## config.mk

```make
export PLATFORM = sky130hd
export DESIGN_NAME = spi_slave_responder
export DESIGN_NICKNAME = d
export VERILOG_FILES = /design/src/rtl/spi_slave_responder.sv
export SDC_FILE = /design/constraint.sdc
export NUM_CORES = 1
export LEC_CHECK = 0
export CAP_MARGIN = 20
export CORE_MARGIN = 2
export CORE_UTILIZATION = 49
export CTS_CLUSTER_SIZE = 25
export DETAILED_ROUTE_END_ITERATION = 10
export PLACE_DENSITY_LB_ADDON = 0.15
export SKIP_CTS_REPAIR_TIMING = 1
export SLEW_MARGIN = 30
export SYNTH_ARGS = -nofsm -noshare
export SYNTH_HDL_FRONTEND = slang
export SYNTH_SLANG_ARGS = --single-unit
```

## constraint.sdc

```tcl
create_clock -name CLK -period 2.4 [get_ports CLK]
set_clock_uncertainty 0.1 [all_clocks]
set_input_delay 0.48 -clock CLK [delete_from_list [all_inputs] [get_ports CLK]]
set_output_delay 0.48 -clock CLK [all_outputs]
set_load 0.01 [all_outputs]
```

## src/rtl/spi_slave_responder.sv

```systemverilog
// spi_slave_responder -- SPI mode-0 slave that decodes framed register
// transactions in the local CLK domain.
//
// Frame: 8-bit header {rw, addr[6:0]} (rw=1 read) followed by any number of
// DATA_W-bit words, MSB first. Writes produce a one-cycle reg_wen per word.
// Reads issue reg_ren and shift the returned word out on MISO. The address
// auto-increments per word and wraps.
//
// Optional build macro: SPI_HDR_STATUS_EN. When it is defined, sta_in is
// shifted out on MISO during the header. Otherwise MISO is 0 in the header.
//
// Ports:
//   CLK, rst_n             local clock (>= 8x SCK), async active-low reset
//   spi_sck/cs/mosi        SPI inputs (asynchronous to CLK)
//   spi_miso, spi_miso_oe  SPI output and its enable (enable high while CS is low)
//   reg_wen/waddr/wdata    write strobe port
//   reg_ren/raddr, rdata   read port; rdata is valid 1 CLK after reg_ren
//   sta_in                 status byte for the header phase (optional build)
//   frame_done/frame_err   one-cycle end-of-frame pulses
//   word_cnt               words completed in last frame (saturating)
module spi_slave_responder #(
  parameter int DATA_W      = 32,
  parameter int ADDR_W      = 7,
  parameter int SYNC_STAGES = 2
) (
  input  logic              CLK,
  input  logic              rst_n,
  input  logic              spi_sck,
  input  logic              spi_cs,
  input  logic              spi_mosi,
  output logic              spi_miso,
  output logic              spi_miso_oe,
  output logic              reg_wen,
  output logic [ADDR_W-1:0] reg_waddr,
  output logic [DATA_W-1:0] reg_wdata,
  output logic              reg_ren,
  output logic [ADDR_W-1:0] reg_raddr,
  input  logic [DATA_W-1:0] reg_rdata,
  input  logic [7:0]        sta_in,
  output logic              frame_done,
  output logic              frame_err,
  output logic [15:0]       word_cnt
);
  localparam logic [1:0] IDLE    = 2'd0;
  localparam logic [1:0] HDR     = 2'd1;
  localparam logic [1:0] WR_DATA = 2'd2;
  localparam logic [1:0] RD_DATA = 2'd3;
  localparam int CW = $clog2(DATA_W);

  logic [SYNC_STAGES-1:0] sck_sync, cs_sync, mosi_sync;
  logic                   sck_d, cs_d;

  // Synchronizers reset to 0: a CS that is already low at reset release
  // is therefore never seen as a fall. An in-progress frame is ignored
  // until CS goes high and falls again.
  always_ff @(posedge CLK or negedge rst_n) begin
    if (!rst_n) begin
      sck_sync  <= '0;
      cs_sync   <= '0;
      mosi_sync <= '0;
      sck_d     <= 1'b0;
      cs_d      <= 1'b0;
    end else begin
      sck_sync  <= {sck_sync[SYNC_STAGES-2:0], spi_sck};
      cs_sync   <= {cs_sync[SYNC_STAGES-2:0], spi_cs};
      mosi_sync <= {mosi_sync[SYNC_STAGES-2:0], spi_mosi};
      sck_d     <= sck_sync[SYNC_STAGES-1];
      cs_d      <= cs_sync[SYNC_STAGES-1];
    end
  end

  logic sck_s, cs_s, mosi_s;
  logic sck_rise, sck_fall, cs_rise, cs_fall;
  assign sck_s    = sck_sync[SYNC_STAGES-1];
  assign cs_s     = cs_sync[SYNC_STAGES-1];
  assign mosi_s   = mosi_sync[SYNC_STAGES-1];
  assign sck_rise = sck_s & ~sck_d;
  assign sck_fall = ~sck_s & sck_d;
  assign cs_rise  = cs_s & ~cs_d;
  assign cs_fall  = ~cs_s & cs_d;

  logic [1:0]        state;
  logic [CW-1:0]     bit_cnt;
  logic [ADDR_W-1:0] addr;
  logic [DATA_W-1:0] rx, tx;
  logic              rd_cap;

  logic              last_hdr, last_word;
  logic [7:0]        hdr_nxt;
  logic [DATA_W-1:0] rx_nxt;
  logic [ADDR_W-1:0] addr_inc;
  logic [15:0]       wcnt_inc;
  assign last_hdr  = sck_rise && (bit_cnt == CW'(7));
  assign last_word = sck_rise && (bit_cnt == CW'(DATA_W-1));
  assign rx_nxt    = {rx[DATA_W-2:0], mosi_s};
  assign hdr_nxt   = rx_nxt[7:0];
  assign addr_inc  = addr + ADDR_W'(1);
  assign wcnt_inc  = (word_cnt == 16'hFFFF) ? word_cnt : word_cnt + 16'd1;

`ifndef SPI_HDR_STATUS_EN
  logic unused_sta;
  assign unused_sta = ^sta_in;
`endif

  always_ff @(posedge CLK or negedge rst_n) begin
    if (!rst_n) begin
      state       <= IDLE;
      bit_cnt     <= '0;
      addr        <= '0;
      rx          <= '0;
      tx          <= '0;
      rd_cap      <= 1'b0;
      spi_miso    <= 1'b0;
      spi_miso_oe <= 1'b0;
      reg_wen     <= 1'b0;
      reg_waddr   <= '0;
      reg_wdata   <= '0;
      reg_ren     <= 1'b0;
      reg_raddr   <= '0;
      frame_done  <= 1'b0;
      frame_err   <= 1'b0;
      word_cnt    <= '0;
    end else begin
      reg_wen    <= 1'b0;
      reg_ren    <= 1'b0;
      frame_done <= 1'b0;
      frame_err  <= 1'b0;
      rd_cap     <= reg_ren;   // rdata lands the cycle after reg_ren

      if (state == IDLE) begin
        if (cs_fall) begin
          state       <= HDR;
          bit_cnt     <= '0;
          word_cnt    <= '0;
          spi_miso_oe <= 1'b1;
`ifdef SPI_HDR_STATUS_EN
          spi_miso    <= sta_in[7];
          tx          <= {sta_in[6:0], {(DATA_W-7){1'b0}}};
`else
          spi_miso    <= 1'b0;
          tx          <= '0;
`endif
        end
      end else if (cs_rise) begin
        // A bit whose rising edge coincides with the CS rise is counted
        // before the frame is judged complete or aborted.
        state       <= IDLE;
        spi_miso_oe <= 1'b0;
        spi_miso    <= 1'b0;
        bit_cnt     <= '0;
        tx          <= '0;
        if (state == HDR) begin
          if (last_hdr)                         frame_done <= 1'b1;
          else if (bit_cnt != '0 || sck_rise)   frame_err  <= 1'b1;
        end else if (last_word) begin
          if (state == WR_DATA) begin
            reg_wen   <= 1'b1;
            reg_waddr <= addr;
            reg_wdata <= rx_nxt;
          end
          addr       <= addr_inc;
          word_cnt   <= wcnt_inc;
          frame_done <= 1'b1;
        end else if (bit_cnt == '0 && !sck_rise) begin
          frame_done <= 1'b1;
        end else begin
          frame_err  <= 1'b1;
        end
      end else begin
        case (state)
          HDR: begin
            if (sck_fall) begin
              spi_miso <= tx[DATA_W-1];
              tx       <= {tx[DATA_W-2:0], 1'b0};
            end
            if (sck_rise) begin
              rx <= rx_nxt;
              if (last_hdr) begin
                addr    <= ADDR_W'(hdr_nxt[6:0]);
                bit_cnt <= '0;
                if (hdr_nxt[7]) begin
                  state     <= RD_DATA;
                  reg_ren   <= 1'b1;
                  reg_raddr <= ADDR_W'(hdr_nxt[6:0]);
                end else begin
                  state     <= WR_DATA;
                end
              end else begin
                bit_cnt <= bit_cnt + CW'(1);
              end
            end
          end
          WR_DATA: begin
            if (sck_rise) begin
              rx <= rx_nxt;
              if (last_word) begin
                reg_wen   <= 1'b1;
                reg_waddr <= addr;
                reg_wdata <= rx_nxt;
                addr      <= addr_inc;
                word_cnt  <= wcnt_inc;
                bit_cnt   <= '0;
              end else begin
                bit_cnt <= bit_cnt + CW'(1);
              end
            end
          end
          RD_DATA: begin
            if (rd_cap) begin
              tx <= reg_rdata;
            end else if (sck_fall) begin
              spi_miso <= tx[DATA_W-1];
              tx       <= {tx[DATA_W-2:0], 1'b0};
            end
            if (sck_rise) begin
              if (last_word) begin
                // Prefetch the next word; it is captured well before the
                // falling edge that shifts out its MSB.
                addr      <= addr_inc;
                word_cnt  <= wcnt_inc;
                bit_cnt   <= '0;
                reg_ren   <= 1'b1;
                reg_raddr <= addr_inc;
              end else begin
                bit_cnt <= bit_cnt + CW'(1);
              end
            end
          end
          default: state <= IDLE;
        endcase
      end
    end
  end
endmodule

```

==> qor.txt, run 1 <==
status = finished clean
commonest non-fill, non-tap cell in the layout = dfrtp_1
number of DRC markers in iteration 0 = 277
Via Count = 5,245
clock sink count = 154
row cnt = 44
Seq/Total Area, Yosys = 53.29%
Synth area leader = dfrtp_1
max_cap viols = 0
R2R cell count = 8
Seq cells post-synth = 154
CTS tree = done
Placed Instance Area = 8576 um^2
post-route ant nets = 0
vias in the first global route = 5,342
Via density = 5.492
Netlist cell types = 57
cells after synthesis = 648
Final GP Congestion = 0.8467
global-route wire length before repair = 26,490 um
Setup CP Type = reg2reg
top cells by area, synth = dfrtp_1 53%, mux2_2 12%, mux2i_1 4.8%
CP endpoint kind = flop
core area = 14,480 um^2
synth-to-layout area growth = 27.60%
Hold Crit Depth = 0
HP Class = reg2reg
CTS root buffer = clkbuf_16
GRT Util Overall = 20.74%
Boundary Pins = 113
Startpoint Class = flop
relative slew slack = 47.03%
height of the die = 125.5 um
later-pin clock latency in the skew report = 0.42 ns
sum of net half-perimeters after detailed placement = 10,200 um
Residual DRC = 0
wire per inst = 16.42 um
DR pass1 iterations = 4
final instance area = 9228 um^2
CP Max Fanout = 40
Hold Violations, Final = 0
number of synthesized flops with an enable pin = 0
Peak supply drop = 0.0006064 V
syn_area_per_cell = 11.16 um^2
I/O Buffers = 104
setup violators final = 0
post-synth top area share = 53.29%
Tot Pwr = 7.541 mW
initial antenna violation count = 0
H-tree depth = 4
Data required, critical path = 2.60 ns
P_leak = 4.162 nW
Ys Warns = 0
register area = 3854 um^2
CTS clk-pin slew, worst paths = 0.06 ns
Worst Tran Pin Value = 0.7885 ns
most frequent cells in the layout = 154 x dfrtp_1, 103 x clkdlybuf4s50_1, 76 x mux2_2, 61 x nand2_1, 56 x a21oi_1
fmax = 429.9 MHz
grt ovf = 0
final worst-path cycle share = 96.92%
DIE AREA = 15,750 um^2
chip width = 125.5 um
Num CTS Buffers = 17
CTS max path bufs = 2
Top FF cell, synth = dfrtp_1
Synth Net Count = 705
Post-synth ARST share = 100.0%
Netlist Area Pre-Place = 7232 um^2
# fillers = 1,138
PwrDens = 817.2 nW/um^2
initial cell density of the core = 49.95%
minimum clock period = 2.326 ns
area of the multi-input gates = 3192 um^2
largest net degree at the start of global routing = 63
ANT cells = 0
fin nets = 816
fraction of final layout cells sized beyond drive strength 1 = 19.71%
WP data arrival = 2.53 ns
Routed WL = 15,680 um
Slew Limit Fails = 0
## synthesized netlist by cell type, types with 3 or more instances
library cell,count
ha_1,12
and3_1,5
buf_2,14
a22o_1,3
xnor2_1,10
buf_1,4
buf_6,5
a21o_1,4
inv_1,10
mux2_4,3
nand2_1,61
nand4_1,3
o22ai_1,7
nor4_1,6
clkbuf_1,16
nand3_1,13
a2bb2oi_1,3
or3_1,3
mux2_2,76
nor3_1,6
mux2i_1,35
and4_1,4
dfrtp_1,154
o21ai_0,41
a21oi_1,56
nor2_1,53
## metal layers
metal  GRT usage (%)  wire length, um  vias up
met2           33.07             7595      107
met1           27.83             7006     2601
li1                -                -     2515
met4           6.732              244        0
met5               0                0        -
met3           5.477              838       22
## flip-flops by register name, indices dropped and copies added, names as in the netlist
register,count
reg_wdata,32
rd_cap,1
frame_err,1
sck_sync,2
addr,7
cs_d,1
word_cnt,16
spi_miso_oe,1
sck_d,1
bit_cnt,5
frame_done,1
reg_wen,1
rx,31
reg_raddr,7
tx,32
spi_miso,1
mosi_sync,2
state,2
reg_waddr,7
cs_sync,2
reg_ren,1
## path summary, 6_finish.rpt
check	startpoint	to	slack (ns)
max in group asynchronous	rst_n	addr[1]$_DFFE_PN0P_	1.06
max reg2reg	bit_cnt[0]$_DFFE_PN0P_	reg_wdata[19]$_DFFE_PN0P_	0.07
min reg2reg	mosi_sync[0]$_DFF_PN0_	mosi_sync[1]$_DFF_PN0_	0.25
max	bit_cnt[0]$_DFFE_PN0P_	reg_wdata[19]$_DFFE_PN0P_	0.07
min in group asynchronous	rst_n	word_cnt[8]$_DFFE_PN0P_	0.44
min	mosi_sync[0]$_DFF_PN0_	mosi_sync[1]$_DFF_PN0_	0.25
## power breakdown
group	total, mW	switching (mW)	internal [mW]
sequential	3.04	0.237	2.80
clock	2.62	1.05	1.58
combinational	1.88	1.02	0.860
## logic make-up after synthesis
family	Yosys count	share of synthesized area, %
AO/OA/AOI/OAI	135	11.38
XOR/XNOR	12	1.453
adder cells (fa/ha/maj)	12	2.076
buffers and inverters	49	3.305
flip-flops	154	53.29
multiplexers	114	17.30
AND/OR/NAND/NOR	172	11.19
## per-stage QoR
step                      hold slack (ns)  utilization, %  setup WS [ns]  instances  setup TNS [ns]
final                              0.2494           63.73        0.07391        955               0
after global routing               0.2628           63.73       -0.01055        955        -0.03942
after CTS                         -0.1288           63.23        0.01444        951               0
after detailed placement           0.2410           59.23        0.03510        920               0
after global placement             0.2334           59.23         0.1126        920               0
after floorplan                   0.08441               -         0.1682        648               0
## worst max-delay path, stage by stage (launching register included)
cell and delay (ns):
dfrtp_1 0.42, ha_4 0.19, and3_1 0.15, ha_1 0.20, and3b_2 0.26, buf_4 0.15, nand2_1 0.10, buf_12 0.23
mux2_2 0.37
## area by class of cell
| type | instances | share of cell area, % |
|---|---|---|
| flip-flops and latches | 154 | 41.76 |
| multi-input cells | 445 | 34.59 |
| repair buffers | 131 | 14.47 |
| clock buffers | 20 | 4.949 |
| well taps | 184 | 2.495 |
| clock inverters | 11 | 1.329 |
| inverters | 10 | 0.4068 |
No activity file was read; power rests on OpenSTA's default activity.
==> run 2, diff against run 1 <==
--- a/config.mk
+++ b/config.mk
@@ -5,7 +5,7 @@
 export SDC_FILE = /design/constraint.sdc
 export NUM_CORES = 1
 export LEC_CHECK = 0
-export CAP_MARGIN = 20
+export CAP_MARGIN = 25
 export CORE_MARGIN = 2
 export CORE_UTILIZATION = 49
 export CTS_CLUSTER_SIZE = 25
==> results of run 2 <==
Same layout as run 1: the final DEF is identical, and so are final timing and power.
==> run 3, diff against run 2 <==
--- a/config.mk
+++ b/config.mk
@@ -7,9 +7,10 @@
 export LEC_CHECK = 0
 export CAP_MARGIN = 25
 export CORE_MARGIN = 2
-export CORE_UTILIZATION = 49
+export CORE_UTILIZATION = 57
 export CTS_CLUSTER_SIZE = 25
 export DETAILED_ROUTE_END_ITERATION = 10
+export DONT_BUFFER_PORTS = 1
 export PLACE_DENSITY_LB_ADDON = 0.15
 export SKIP_CTS_REPAIR_TIMING = 1
 export SLEW_MARGIN = 30
==> run 3 against run 2 <==
  * Die area is 14% lower
  * The run now ends with hold timing left
  * Power is 2.5% lower
  * First-iteration DRC count is 2.2% higher
  * Highest routed layer unchanged
  * Flip-flop and latch count stayed put
  * Core utilization is 1.6 points higher
  * Sequential share of layout area is 5.4 points higher
==> qor.txt, run 3 (same netlist as run 1, synthesis figures left out) <==
clock sink count = 154 (unchanged)
# fillers = 981 (was 1,138)
wire per inst = 17.44 um (was 16.42 um)
Min Hold Slack = -0.3481 ns (was 0.2494 ns)
post-layout util = 65.34% (was 63.73%)
GRT Util Overall = 21.89% (was 20.74%)
CP Cell Sequence = ha_2 -> and3_4 -> ha_4 -> and3b_2 -> o2111ai_4 -> a21o_1 -> buf_4 -> buf_4 -> o211ai_1 -> o31ai_1 (was ha_4 -> and3_1 -> ha_1 -> and3b_2 -> buf_4 -> nand2_1 -> buf_12 -> mux2_2)
Boundary Pins = 113 (unchanged)
global-route wire length before repair = 23,120 um (was 26,490 um)
area of the multi-input gates = 3182 um^2 (was 3192 um^2)
Regs by FF count = reg_wdata x32, tx x32, rx x31 (unchanged)
register area = 3854 um^2 (unchanged)
final worst-path cycle share = 97.02% (was 96.92%)
CTS max path bufs = 2 (unchanged)
DR pass1 iterations = 5 (was 4)
Routed WL = 14,700 um (was 15,680 um)
Crit path depth = 10 (was 8)
CP endpoint kind = flop (unchanged)
Met3 Wirelength = 943 um (was 838 um)
DR top layer = met4 (unchanged)
ANT cells = 0 (unchanged)
CTS tree = done (unchanged)
H-tree depth = 4 (unchanged)
height of the die = 116.6 um (was 125.5 um)
met2 wire length = 7170 um (was 7595 um)
max_cap viols = 0 (unchanged)
Final GP Congestion = 0.8427 (was 0.8467)
chip width = 116.6 um (was 125.5 um)
HP Class = in2async (was reg2reg)
Setup Slack @ Placement = 0.001830 ns (was 0.03510 ns)
setup violators final = 0 (unchanged)
CTS root buffer = clkbuf_16 (unchanged)
Data required, critical path = 2.59 ns (was 2.60 ns)
routed metal-1 wirelength = 6377 um (was 7006 um)
Startpoint Class = flop (unchanged)
CP Max Fanout = 7 (was 40)
relative slew slack = 55.53% (was 47.03%)
Bufs and invs on worst path = 2 (unchanged)
Total Neg Setup Slack = 0 ns (unchanged)
PwrDens = 898.5 nW/um^2 (was 817.2 nW/um^2)
Peak supply drop = 0.0005953 V (was 0.0006064 V)
later-pin clock latency in the skew report = 0.42 ns (about the same)
I/O Buffers = 0 (was 104)
sum of net half-perimeters after detailed placement = 9203 um (was 10,200 um)
Setup CP Type = reg2reg (unchanged)
CP top delay family = compound AO/OA/AOI/OAI gates (was simple AND/OR/NAND/NOR gates)
initial cell density of the core = 57.78% (was 49.95%)
violated checks = hold timing
commonest non-fill, non-tap cell in the layout = dfrtp_1 (unchanged)
CTS clk-pin slew, worst paths = 0.06 ns (about the same)
crit-path max cell delay = 0.39 ns (was 0.42 ns)
minimum clock period = 2.329 ns (was 2.326 ns)
most frequent cells in the layout = 154 x dfrtp_1, 76 x mux2_2, 60 x nand2_1, 55 x a21oi_1, 53 x nor2_1 (was 154 x dfrtp_1, 103 x clkdlybuf4s50_1, 76 x mux2_2, 61 x nand2_1, 56 x a21oi_1)
WP data arrival = 2.52 ns (was 2.53 ns)
core area = 12,520 um^2 (was 14,480 um^2)
status = finished, violations left (was finished clean)
fmax = 429.5 MHz (was 429.9 MHz)
Worst Tran Pin Value = 0.6610 ns (was 0.7885 ns)
grt ovf = 0 (unchanged)
Placed Instance Area = 7488 um^2 (was 8576 um^2)
R2R cell count = 10 (was 8)
P_leak = 3.804 nW (was 4.162 nW)
Worst Slack Setup Final = 0.07144 ns (was 0.07391 ns)
vias in the first global route = 4,660 (was 5,342)
Slowest-stage cell, CP = dfrtp_1 (unchanged)
post-route ant nets = 0 (unchanged)
row cnt = 41 (was 44)
Hold Violations, Final = 154 (was 0)
Via Count = 4,854 (was 5,245)
Worst path most repeated cell = buf_4
Residual DRC = 0 (unchanged)
DIE AREA = 13,600 um^2 (was 15,750 um^2)
Slew Limit Fails = 0 (unchanged)
Num CTS Buffers = 17 (unchanged)
final instance area = 8179 um^2 (was 9228 um^2)
initial antenna violation count = 0 (unchanged)
largest net degree at the start of global routing = 155 (was 63)
fin nets = 717 (was 816)
number of DRC markers in iteration 0 = 283 (was 277)
synth-to-layout area growth = 13.10% (was 27.60%)
Via density = 5.758 (was 5.492)
fraction of final layout cells sized beyond drive strength 1 = 23.25% (was 19.71%)
run 3: cell types whose count changed in the layout (fill, tap and decap cells not counted), moves of 2 or more:
| cell | previous run | this run |
|---|---|---|
| clkinvlp_4 | 4 | 2 |
| buf_4 | 19 | 24 |
| clkinv_2 | 3 | 1 |
| dlygate4sd3_1 | 1 | 3 |
| nor4_2 | 2 | 0 |
| clkinv_4 | 2 | 4 |
| buf_12 | 7 | 5 |
| nor4_1 | 3 | 6 |
| clkdlybuf4s50_1 | 103 | 0 |
| inv_6 | 0 | 3 |
run 3: routing by layer:
layer | track usage (%) | vias up
met5 | 0 | -
met3 | 7.888 | 19
li1 | - | 2322
met1 | 28.85 | 2408
met2 | 34.03 | 105
met4 | 7.216 | 0
run 3: final cells by class:
class / instances / area share [%]
Tap cell: 172 / 2.631
Clock inverter: 12 / 1.729
Inverter: 10 / 0.4589
Sequential cell: 154 / 47.12
Multi-Input combinational cell: 445 / 38.90
Timing Repair Buffer: 32 / 3.794
Clock buffer: 18 / 5.369
run 3: where the power goes:
part	internal (mW)	switching, mW	total [mW]
logic	0.727	0.906	1.63
registers	2.80	0.268	3.07
clock network	1.56	1.09	2.65
total	5.09	2.26	7.35
run 3: worst reg2reg max path: stages, from the launching register on:
cell and delay [ns]:
dfrtp_1 0.39, ha_2 0.19, and3_4 0.18, ha_4 0.13
and3b_2 0.24, o2111ai_4 0.18, a21o_1 0.27, buf_4 0.15
buf_4 0.14, o211ai_1 0.15, o31ai_1 0.09
run 3: worst paths after layout:
path | start | endpoint | slack (ns)
worst max-delay path | bit_cnt[1]$_DFFE_PN0P_ | word_cnt[4]$_DFFE_PN0P_ | 0.07
worst min-delay path | rst_n | word_cnt[8]$_DFFE_PN0P_ | -0.35
worst max register to register | bit_cnt[1]$_DFFE_PN0P_ | word_cnt[4]$_DFFE_PN0P_ | 0.07
worst min register to register | mosi_sync[0]$_DFF_PN0_ | mosi_sync[1]$_DFF_PN0_ | 0.26
max in group asynchronous | rst_n | tx[23]$_DFFE_PN0P_ | 2.31
min in group CLK | reg_rdata[0] | tx[0]$_DFFE_PN0P_ | 0.14
run 3: metrics by stage:
stage	total power, mW	instances
final	7.349	843
after global placement	4.648	803
after floorplan	4.225	648
after detailed placement	4.713	803
after CTS	7.384	833
after global routing	7.708	843
